`src/rtl/clk_ctrl_pkg.sv`:
```
// Shared state encoding and divisor limits for the core clock-step controller.
package clk_ctrl_pkg;

  typedef enum logic [1:0] {
    ST_HALT = 2'b00,
    ST_RUN  = 2'b01,
    ST_STEP = 2'b10
  } ctrl_state_t;

  // Smallest legal divisor; lower programmed values are raised to this.
  localparam int unsigned MIN_DIV = 2;

endpackage

```
`src/rtl/tick_counter.sv`:
```
// Divide-by-div counter: wraps from div-1 to 0 while enabled, clear has priority.
// Latency: tc is decoded from registers only, valid the cycle count reaches div-1.
// Backpressure: none; clr/en are sampled every cycle.
module tick_counter #(
  parameter int WIDTH = 8
) (
  input  logic             clk,
  input  logic             reset,
  input  logic             clr,
  input  logic             en,
  input  logic [WIDTH-1:0] div,
  output logic             tc
);

  logic [WIDTH-1:0] count;

  // div is never below 2, so div-1 cannot underflow.
  assign tc = (count == (div - WIDTH'(1)));

  always_ff @(posedge clk or negedge reset) begin
    if (!reset) begin
      count <= '0;
    end else if (clr) begin
      count <= '0;
    end else if (en) begin
      if (tc) begin
        count <= '0;
      end else begin
        count <= count + WIDTH'(1);
      end
    end
  end

endmodule

```
`src/rtl/clk_step_ctrl.sv`:
```
// Run/halt/single-step clock-enable controller: one-cycle tick every div cycles plus 50% phase.
// Latency: first tick div cycles after run/step is sampled; step_ack one cycle after the step's tick.
// Backpressure: none; step_req and div_load are only honoured in HALT, otherwise ignored.
module clk_step_ctrl
  import clk_ctrl_pkg::*;
#(
  parameter int WIDTH       = 8,
  parameter int DIV_DEFAULT = 12
) (
  input  logic             clk,
  input  logic             reset,
  input  logic             div_load,
  input  logic [WIDTH-1:0] div_value,
  input  logic             run,
  input  logic             halt,
  input  logic             step_req,
  output logic             tick,
  output logic             phase,
  output logic             step_ack,
  output logic             busy
);

  localparam logic [WIDTH-1:0] DIV_RST = WIDTH'(DIV_DEFAULT);
  localparam logic [WIDTH-1:0] DIV_MIN = WIDTH'(MIN_DIV);

  ctrl_state_t      state;
  ctrl_state_t      state_nxt;
  logic             ack_nxt;
  logic [WIDTH-1:0] div_q;
  logic             cnt_clr;
  logic             cnt_en;
  logic             cnt_tc;

  assign busy = (state != ST_HALT);
  assign tick = busy && cnt_tc;

  // Counter sits at 0 in HALT and is zeroed on the edge we drop into HALT,
  // so every RUN/STEP entry starts a full division period.
  assign cnt_en  = busy;
  assign cnt_clr = (state == ST_HALT) || (state_nxt == ST_HALT);

  tick_counter #(
    .WIDTH (WIDTH)
  ) u_tick_counter (
    .clk   (clk),
    .reset (reset),
    .clr   (cnt_clr),
    .en    (cnt_en),
    .div   (div_q),
    .tc    (cnt_tc)
  );

  always_comb begin
    state_nxt = state;
    ack_nxt   = 1'b0;
    case (state)
      ST_HALT: begin
        if (run) begin
          state_nxt = ST_RUN;
        end else if (step_req) begin
          state_nxt = ST_STEP;
        end
      end
      ST_RUN: begin
        if (halt) begin
          state_nxt = ST_HALT;
        end
      end
      ST_STEP: begin
        // A halt in STEP is an abort: no acknowledge even on the tick edge.
        if (halt) begin
          state_nxt = ST_HALT;
        end else if (tick) begin
          state_nxt = ST_HALT;
          ack_nxt   = 1'b1;
        end
      end
      default: begin
        state_nxt = ST_HALT;
      end
    endcase
  end

  always_ff @(posedge clk or negedge reset) begin
    if (!reset) begin
      state    <= ST_HALT;
      step_ack <= 1'b0;
    end else begin
      state    <= state_nxt;
      step_ack <= ack_nxt;
    end
  end

  // Divisor may only change while the core clock is stopped.
  always_ff @(posedge clk or negedge reset) begin
    if (!reset) begin
      div_q <= DIV_RST;
    end else if (div_load && (state == ST_HALT)) begin
      div_q <= (div_value < DIV_MIN) ? DIV_MIN : div_value;
    end
  end

  always_ff @(posedge clk or negedge reset) begin
    if (!reset) begin
      phase <= 1'b0;
    end else if (tick) begin
      phase <= ~phase;
    end
  end

endmodule

```
`config.mk`:
```
export PLATFORM = sky130hd
export DESIGN_NAME = clk_step_ctrl
export DESIGN_NICKNAME = d
export VERILOG_FILES = /design/src/rtl/clk_ctrl_pkg.sv /design/src/rtl/tick_counter.sv /design/src/rtl/clk_step_ctrl.sv
export SDC_FILE = /design/constraint.sdc
export NUM_CORES = 1
export LEC_CHECK = 0
export CAP_MARGIN = 5
export CORE_MARGIN = 4
export CORE_UTILIZATION = 45
export DETAILED_ROUTE_END_ITERATION = 8
export PLACE_DENSITY = 0.67
export SETUP_SLACK_MARGIN = 0.5
export SLEW_MARGIN = 0
export SYNTH_ARGS = -nofsm -noshare
export SYNTH_HDL_FRONTEND = slang
export SYNTH_SLANG_ARGS = --single-unit
```
`constraint.sdc`:
```
create_clock -name clk -period 6.32 [get_ports clk]
set_input_delay 1.896 -clock clk [delete_from_list [all_inputs] [get_ports clk]]
set_output_delay 1.896 -clock clk [all_outputs]
set_load 0.02 [all_outputs]
```
==> results.cfg, run 1 <==
[pwr]
leakage_nw = 0.5756
finalPower_w = 0.0003730
power.density_nw_per_um2 = 278.3
vdd_drop_max_mv = 0.1744

[clock_network]
cts_hold_buffers = 0
clk_path_buf_depth = 2
cts_buffers = 3
post_cts_resized = 0
post-cts-setup-buffer-count = 0
cts_root_buf = clkbuf_4
htreeDepth = 1
path_clk_slew_ns = 0.11
clk_latency_ns = 0.30
clock_sinks = 20
cts_tree = done

[finish]
design_area_um2 = 1340
fin_util = 0.5833
seq_area_um2 = 503.0
layoutNonFillerInstCount = 153
drive_above_1_share = 0.1280
area_delta_synth_final_pct = 18.74
n_fill_cell = 217
num_antenna_cells = 0
multi_input_area_um2 = 569.3
nets = 142

[critical_path]
startpoint_type = register
r2r_setup_slack_ns = 4.09
timing.rr.start = div_q[2]
reg2reg_depth = 5
critPathArrivalTime_ns = 2.68
cp-end-kind = output port
r2r_end = u_tick_counter.count[2]
path_max_fanout = 7
path_class = register to output port
worstPathRequired_ns = 4.42

[worst_hold_path]
min_to = phase
whs_path_depth = 1
hp-class = register to register
hp-start = phase

[sta]
hold_viol = 0
relSlewSlack = 0.4280
fin_crit_ns = 4.576
finalCritPeriodShare = 0.7240
fmax_ghz = 0.2185
final-setup-viol-count = 0
worst_pin_slew_ns = 0.8554
fin_tns_setup_ns = 0
rsz0062_at_grt = false
drv_slew = 0
skew_ns = 0.004689

[synthesis]
ys_async_sr_fraction = 1.000
ys_ff_latch = 20
synth_mux_area_frac = 0.06874
synthFlopType = dfrtp_1
ys_warn_count = 0
synth_cells = 108
synth-simple-area-share = 0.2151
synth_area_leaders = dfrtp_1 (40%), xnor2_1 (6.2%), xor2_1 (6.2%)
synth.top_cell.area_share = 0.3991
synth-edff-count = 0
synth_nets = 124
synth_top_family_by_area = simple AND/OR/NAND/NOR gates
synth_xor_area_frac = 0.1242
synth.avg_cell_area_um2 = 10.45
synthAdderAreaFrac = 0.02217
synth-seq-area-share = 0.4457
netlist_area_um2 = 1129
yosysUniqueCellTypes = 35
synth_compound_area_frac = 0.07428
synth.largest_area_cell = dfrtp_1

[job]
max_cap_viol_count = 0

[global_route]
grt_max_degree = 21
grt_pass1_wl_um = 3670
first_global_vias = 818
grt_overflow = 0
antenna_found_initial = 0
grt_use_total = 0.1405

[placement]
gp_congestion = 0.7378
dpl.hpwl_um = 1709
portBuffers = 17
placed_cells = 149
placed_area_um2 = 1304

[outcome]
outcome = finished clean

[detailed_routing]
drc = 0
wl_um = 2204
vias = 872
antenna_violating_nets_post_route = 0
vias_per_cell = 5.699
routedWlPerCell_um = 14.41
drt_iter0_drc = 17
firstDrtPassIters = 4

[die]
top_level_ports = 18
core_area_um2 = 2297
die_w_um = 58.08
start_util = 0.4913
rows = 17
die_h_um = 58.08
dieArea_um2 = 3373
-- state kept, by name, indices dropped and copies added, names as in the netlist --
name and cells:
u_tick_counter.count 8, step_ack 1, state 2, phase 1
div_q 8
-- layout make-up --
type                    count  area share
clock buffers               4     0.02708
repair buffers             17      0.1270
inverters                   7     0.01961
multi-input cells          77      0.4248
flip-flops and latches     20      0.3753
well taps                  28     0.02614
-- routing by layer --
layer  vias up  global-route usage  routed length (um)
li1        426                   -                   -
met1       428              0.1812                 999
met2        16              0.2258                1110
met3         2             0.03118                  76
met4         0             0.05960                  17
met5         -                   0                   0
-- per-stage QoR --
| step | hold slack, ns | setup slack (ns) |
|---|---|---|
| 6_report | 0.4768 | 1.744 |
| 2_1_floorplan | 0.4765 | 2.569 |
| 3_5_place_dp | 0.4658 | 2.068 |
| 4_1_cts | 0.4826 | 1.719 |
| 3_3_place_gp | 0.4646 | 2.107 |
| 5_1_grt | 0.4960 | 1.552 |
-- Yosys cell counts, drive strengths merged (3+ instances only) --
master / count
or4: 3
inv: 7
nor2: 5
xnor2: 8
nor4: 8
nand2: 7
dfrtp: 18
xor2: 8
mux2: 6
a21oi: 3
nor3: 3
-- worst max-delay path by stage --
| stage | start | end | slack, ns |
|---|---|---|---|
| detailed placement | div_q[0] | tick | 2.07 |
| finish | div_q[0] | tick | 1.74 |
| global route | div_q[0] | tick | 1.55 |
| CTS | div_q[0] | tick | 1.72 |
| global placement | div_q[2] | tick | 2.11 |
| floorplan | div_q[2] | tick | 2.57 |
-- cell families (layout without fill, tap and decap cells) --
family                     after synthesis  after routing
AOI/OAI and AO/OA                       12             12
xor gates and xnor gates                16             16
adders and majority gates                2              2
buffers and inverters                   11             28
DFF                                     20             20
muxes                                    7              7
and+or+nand+nor                         40             40
-- power by group --
part           internal [W]  leakage (nW)  switching [W]
sequential         0.000154         0.255      0.0000298
clock             0.0000351        0.0210      0.0000383
combinational     0.0000600         0.300      0.0000558
-- worst max-delay path, cell delays in order, from the launching register on --
cell	delay (ns)
dfrtp_1	0.46
or4_1	0.53
or3_1	0.32
a32oi_1	0.20
o2111ai_1	0.19
inv_1	0.09
clkdlybuf4s50_1	0.60
-- layout by cell type, fill, tap and decap left out, types with 2 or more instances in the layout --
cell | netlist | final
nor4_1 | 8 | 8
nor3_1 | 3 | 3
xor2_1 | 8 | 8
nand2_1 | 7 | 7
dfrtp_1 | 18 | 18
o31ai_1 | 2 | 2
o21ai_0 | 2 | 2
a21oi_1 | 3 | 3
inv_1 | 7 | 7
clkbuf_4 | 0 | 3
nand3b_1 | 2 | 2
xnor2_1 | 8 | 8
or4_1 | 2 | 2
clkdlybuf4s50_1 | 0 | 17
nand3_1 | 2 | 2
ha_1 | 2 | 2
nor2_1 | 5 | 5
dfstp_2 | 2 | 2
mux2_2 | 6 | 6
o2111ai_1 | 2 | 2
No activity file was read; power rests on OpenSTA's default activity.
==> run 2, diff against run 1 <==
==> constraint.sdc (replaced) <==
create_clock -name clk -period 4.4 [get_ports clk]
set_input_delay 1.32 -clock clk [delete_from_list [all_inputs] [get_ports clk]]
set_output_delay 1.32 -clock clk [all_outputs]
set_load 0.02 [all_outputs]
==> run 2 against run 1 <==
Against the previous run: setup slack got worse by 1.1 ns; critical endpoint unchanged; largest cell class unchanged; non-clock buffer count unchanged; worst hold slack stayed put.
==> results.cfg, run 2 (same netlist as run 1, synthesis figures left out) <==
[outcome]
outcome = finished clean

[sta]
final-setup-viol-count = 0
fin_tns_setup_ns = 0
whs_ns = 0.4768
rsz0062_at_grt = false
setup_slack_ns = 0.6775
hold_viol = 0
skew_ns = 0.004689
finalCritPeriodShare = 0.8460
relSlewSlack = 0.4280
worst_pin_slew_ns = 0.8554
fin_crit_ns = 3.722
fmax_ghz = 0.2686
drv_slew = 0

[placement]
pre_cts_ws_ns = 0.7243
dpl.hpwl_um = 1709
gp_congestion = 0.7378
portBuffers = 17

[global_route]
antenna_found_initial = 0
grt_use_met2 = 0.2258
first_global_vias = 818
grt_overflow = 0
grt_use_met1 = 0.1812
grt_max_degree = 21
grt_util_met3 = 0.03118
grt_use_total = 0.1405
grt_pass1_wl_um = 3670
grt_busiest_layer = met2

[pwr]
power.density_nw_per_um2 = 399.7
leakage_nw = 0.5768
vdd_drop_max_mv = 0.2505

[die]
rows = 17
start_util = 0.4913
die_w_um = 58.08
core_area_um2 = 2297
die_h_um = 58.08
dieArea_um2 = 3373
top_level_ports = 18

[clock_network]
post-cts-setup-buffer-count = 0
cts_root_buf = clkbuf_4
htreeDepth = 1
path_clk_slew_ns = 0.11
clk_latency_ns = 0.30
cts_buffers = 3
cts_tree = done
clock_sinks = 20
clk_path_buf_depth = 2
cts_hold_buffers = 0

[critical_path]
path_class = register to output port
startpoint_type = register
reg2reg_depth = 5
path_max_fanout = 9
critPathArrivalTime_ns = 2.40
worstPathRequired_ns = 3.08
cp-end-kind = output port

[finish]
fin_util = 0.5833
multi_input_area_um2 = 569.3
final_common_cell = dfrtp_1
nets = 142
num_antenna_cells = 0
area_delta_synth_final_pct = 18.74
drive_above_1_share = 0.1280
n_fill_cell = 217
mostFrequentLayoutCells = dfrtp_1 (18), clkdlybuf4s50_1 (16), xnor2_1 (8), xor2_1 (8), nor4_1 (8)
seq_area_um2 = 503.0
reg.largest.list = div_q x8, u_tick_counter.count x8, state x2

[detailed_routing]
drt_iter0_drc = 17
antenna_violating_nets_post_route = 0
vias_per_cell = 5.699
drc = 0
routedWlPerCell_um = 14.41
vias = 872
wl_um = 2204
firstDrtPassIters = 4

[worst_hold_path]
hp-class = register to register
whs_path_depth = 1

[job]
max_cap_viol_count = 0
==> run 2: cell count changes in the layout (fill, tap and decap cells not counted) <==
cell             change
clkdlybuf4s15_1      +1
clkdlybuf4s50_1      -1
==> run 2: layout make-up <==
class,count,area share
Clock buffer,4,0.02708
Timing Repair Buffer,17,0.1270
Multi-Input combinational cell,77,0.4248
Sequential cell,20,0.3753
Inverter,7,0.01961
Tap cell,28,0.02614
==> run 2: per-layer routing <==
layer / part of all wire / wire length [um] / vias to the layer above
li1: - / - / 426
met1: 0.45 / 999 / 428
met2: 0.50 / 1110 / 16
met3: 0.034 / 76 / 2
met4: 0.0077 / 17 / 0
met5: 0 / 0 / -
==> run 2: worst paths after layout <==
path,from,end,slack (ns)
max,div_q[2],tick,0.68
min in group asynchronous,reset,u_tick_counter.count[7],1.50
max reg2reg,div_q[2],u_tick_counter.count[2],2.17
min,phase,phase,0.48
max in group asynchronous,reset,div_q[0],2.38
min reg2reg,phase,phase,0.48
==> run 2: power by group <==
group	internal (W)	switching, W	leakage (nW)	total [W]
Sequential	0.000221	0.0000428	0.255	0.000264
Clock	0.0000505	0.0000549	0.0210	0.000105
Combinational	0.0000861	0.0000801	0.301	0.000166
Total	0.000358	0.000178	0.577	0.000536
==> run 2: critical path, stage by stage, from the launching register on <==
cell and delay [ns]:
dfstp_2 0.43, or3_4 0.41, or4_4 0.42, and4b_1 0.22, o2111ai_1 0.26, inv_1 0.07
clkdlybuf4s15_1 0.29
==> run 2: per-stage QoR <==
| stage | cell area, um2 | instances | power (W) |
|---|---|---|---|
| after floorplan | 1129 | 108 | 0.0003825 |
| after global placement | 1304 | 149 | 0.0004324 |
| after detailed placement | 1304 | 149 | 0.0004359 |
| after CTS | 1339 | 153 | 0.0005437 |
| after global routing | 1340 | 153 | 0.0005731 |
| final | 1340 | 153 | 0.0005357 |
==> run 2: what timing repair did <==
item | in CTS | in global routing
gates resized for setup | 1 | 1
endpoints found under the setup margin | 1 | 1
cloned | 0 | 0
==> run 3, diff against run 2 <==
==> constraint.sdc (replaced) <==
create_clock -name clk -period 3.65 [get_ports clk]
set_input_delay 1.095 -clock clk [delete_from_list [all_inputs] [get_ports clk]]
set_output_delay 1.095 -clock clk [all_outputs]
set_load 0.02 [all_outputs]
==> run 3 against run 2 <==
Against the previous run: sequential share of layout area down 2.4 points; combinational power up 69%; cell area is 7.0% higher; final cell count increased by 5.9%; critical path depth unchanged; power up 33%; critical endpoint unchanged.
==> results.cfg, run 3 (same netlist as run 1, synthesis figures left out) <==
[sta]
whs_ns = 0.4763
fin_crit_ns = 3.256
hold_viol = 0
fin_tns_setup_ns = 0
final-setup-viol-count = 0
finalCritPeriodShare = 0.8921
setup_slack_ns = 0.3939
worst_pin_slew_ns = 0.8777
rsz0062_at_grt = true
fmax_ghz = 0.3071
drv_slew = 0
relSlewSlack = 0.4130
skew_ns = 0.009137

[die]
core_area_um2 = 2297
rows = 17
die_h_um = 58.08
die_w_um = 58.08
top_level_ports = 18
dieArea_um2 = 3373
start_util = 0.4913

[global_route]
grt_overflow = 0
grt_use_total = 0.1567
grt_pass1_wl_um = 4057
antenna_found_initial = 0
first_global_vias = 888
grt_max_degree = 21

[clock_network]
clk_latency_ns = 0.30
cts_buffers = 3
clock_sinks = 20
path_clk_slew_ns = 0.12
clk_path_buf_depth = 2
cts_root_buf = clkbuf_4
cts_tree = done
htreeDepth = 1

[placement]
placed_area_um2 = 1304
pre_cts_ws_ns = 0.1993
dpl.hpwl_um = 1709
gp_congestion = 0.7378
portBuffers = 17
placed_cells = 149

[detailed_routing]
firstDrtPassIters = 6
routedWlPerCell_um = 15.41
vias = 925
drc = 0
vias_per_cell = 5.710
drt_iter0_drc = 28
antenna_violating_nets_post_route = 0
wl_um = 2497

[pwr]
leakage_nw = 0.6219
switching_share = 0.3394
pwr-share-seq = 0.423
clkPwrFrac = 0.182
pwr-share-comb = 0.395
power.density_nw_per_um2 = 496.2
p_switching_w = 0.0002415
vdd_drop_max_mv = 0.3059
p_int_w = 0.0004700

[critical_path]
worstPathRequired_ns = 2.55
crit_path_top_delay_cell = or4_4
path_max_fanout = 4
path_class = register to output port
cp-end-kind = output port
path_buf_inv = 2
startpoint_type = register
max_stage_delay_ns = 0.44
critPathArrivalTime_ns = 2.16
critPathTopFamily = simple AND/OR/NAND/NOR gates
crit_chain = or3_4, or4_4, and4b_1, o2111ai_2, inv_1, buf_6

[finish]
layoutNonFillerInstCount = 162
n_fill_cell = 207
nets = 151
reg.largest.list = div_q x8, u_tick_counter.count x8, state x2
final_common_cell = dfrtp_1
design_area_um2 = 1434
num_antenna_cells = 0
area_delta_synth_final_pct = 27.05
mostFrequentLayoutCells = dfrtp_1 (17), clkdlybuf4s50_1 (16), buf_4 (9)
seq_area_um2 = 504.2
drive_above_1_share = 0.2313
multi_input_area_um2 = 593.1

[job]
max_cap_viol_count = 0

[worst_hold_path]
hp-class = register to register

[outcome]
outcome = finished clean
-- run 3: cell type report --
class / count / area share
Multi-Input combinational cell: 77 / 0.4136
Sequential cell: 20 / 0.3517
Timing Repair Buffer: 26 / 0.1667
Clock buffer: 4 / 0.02531
Tap cell: 28 / 0.02443
Inverter: 7 / 0.01832
-- run 3: routing by layer --
| layer | track usage | vias to the layer above | wire length [um] |
|---|---|---|---|
| met3 | 0.03118 | 2 | 105 |
| met1 | 0.2047 | 458 | 1099 |
| li1 | - | 444 | - |
| met4 | 0.05960 | 0 | 16 |
| met5 | 0 | - | 0 |
| met2 | 0.2548 | 21 | 1276 |
-- run 3: final timing paths --
kind	slack (ns)	startpoint	depth (start not counted)	to
worst min register to register	0.48	phase	1	phase
worst max-delay path	0.39	div_q[2]	6	tick
worst min-delay path	0.48	phase	1	phase
worst max register to register	1.32	div_q[2]	6	u_tick_counter.count[5]
max in group asynchronous	1.77	reset	1	div_q[0]
min in group asynchronous	1.28	reset	1	u_tick_counter.count[7]
-- run 3: power groups by stage --
stage,Clock [W],Combinational [W],Sequential [W]
final,0.000129,0.000281,0.000301
after global routing,0.000145,0.000305,0.000306
after CTS,0.000134,0.000275,0.000301
after detailed placement,0,0.000202,0.000323
after global placement,0,0.000201,0.000321
after floorplan,0,0.000151,0.000310
-- run 3: what timing repair did --
item                                    in CTS  in global routing
endpoints found under the setup margin       1                  1
endpoints found under the hold margin        0                  0
resized for setup                           11                  0
cloned                                       0                  0
hold buffers                                 0                  0
setup buffers                                9                  0
pin swaps                                    2                  1
-- run 3: through the flow --
step / power [W] / util
final: 0.0007114 / 0.6242
after floorplan: 0.0004611 / -
after global placement: 0.0005213 / 0.5675
after global routing: 0.0007559 / 0.6242
after detailed placement: 0.0005254 / 0.5675
after CTS: 0.0007099 / 0.6242
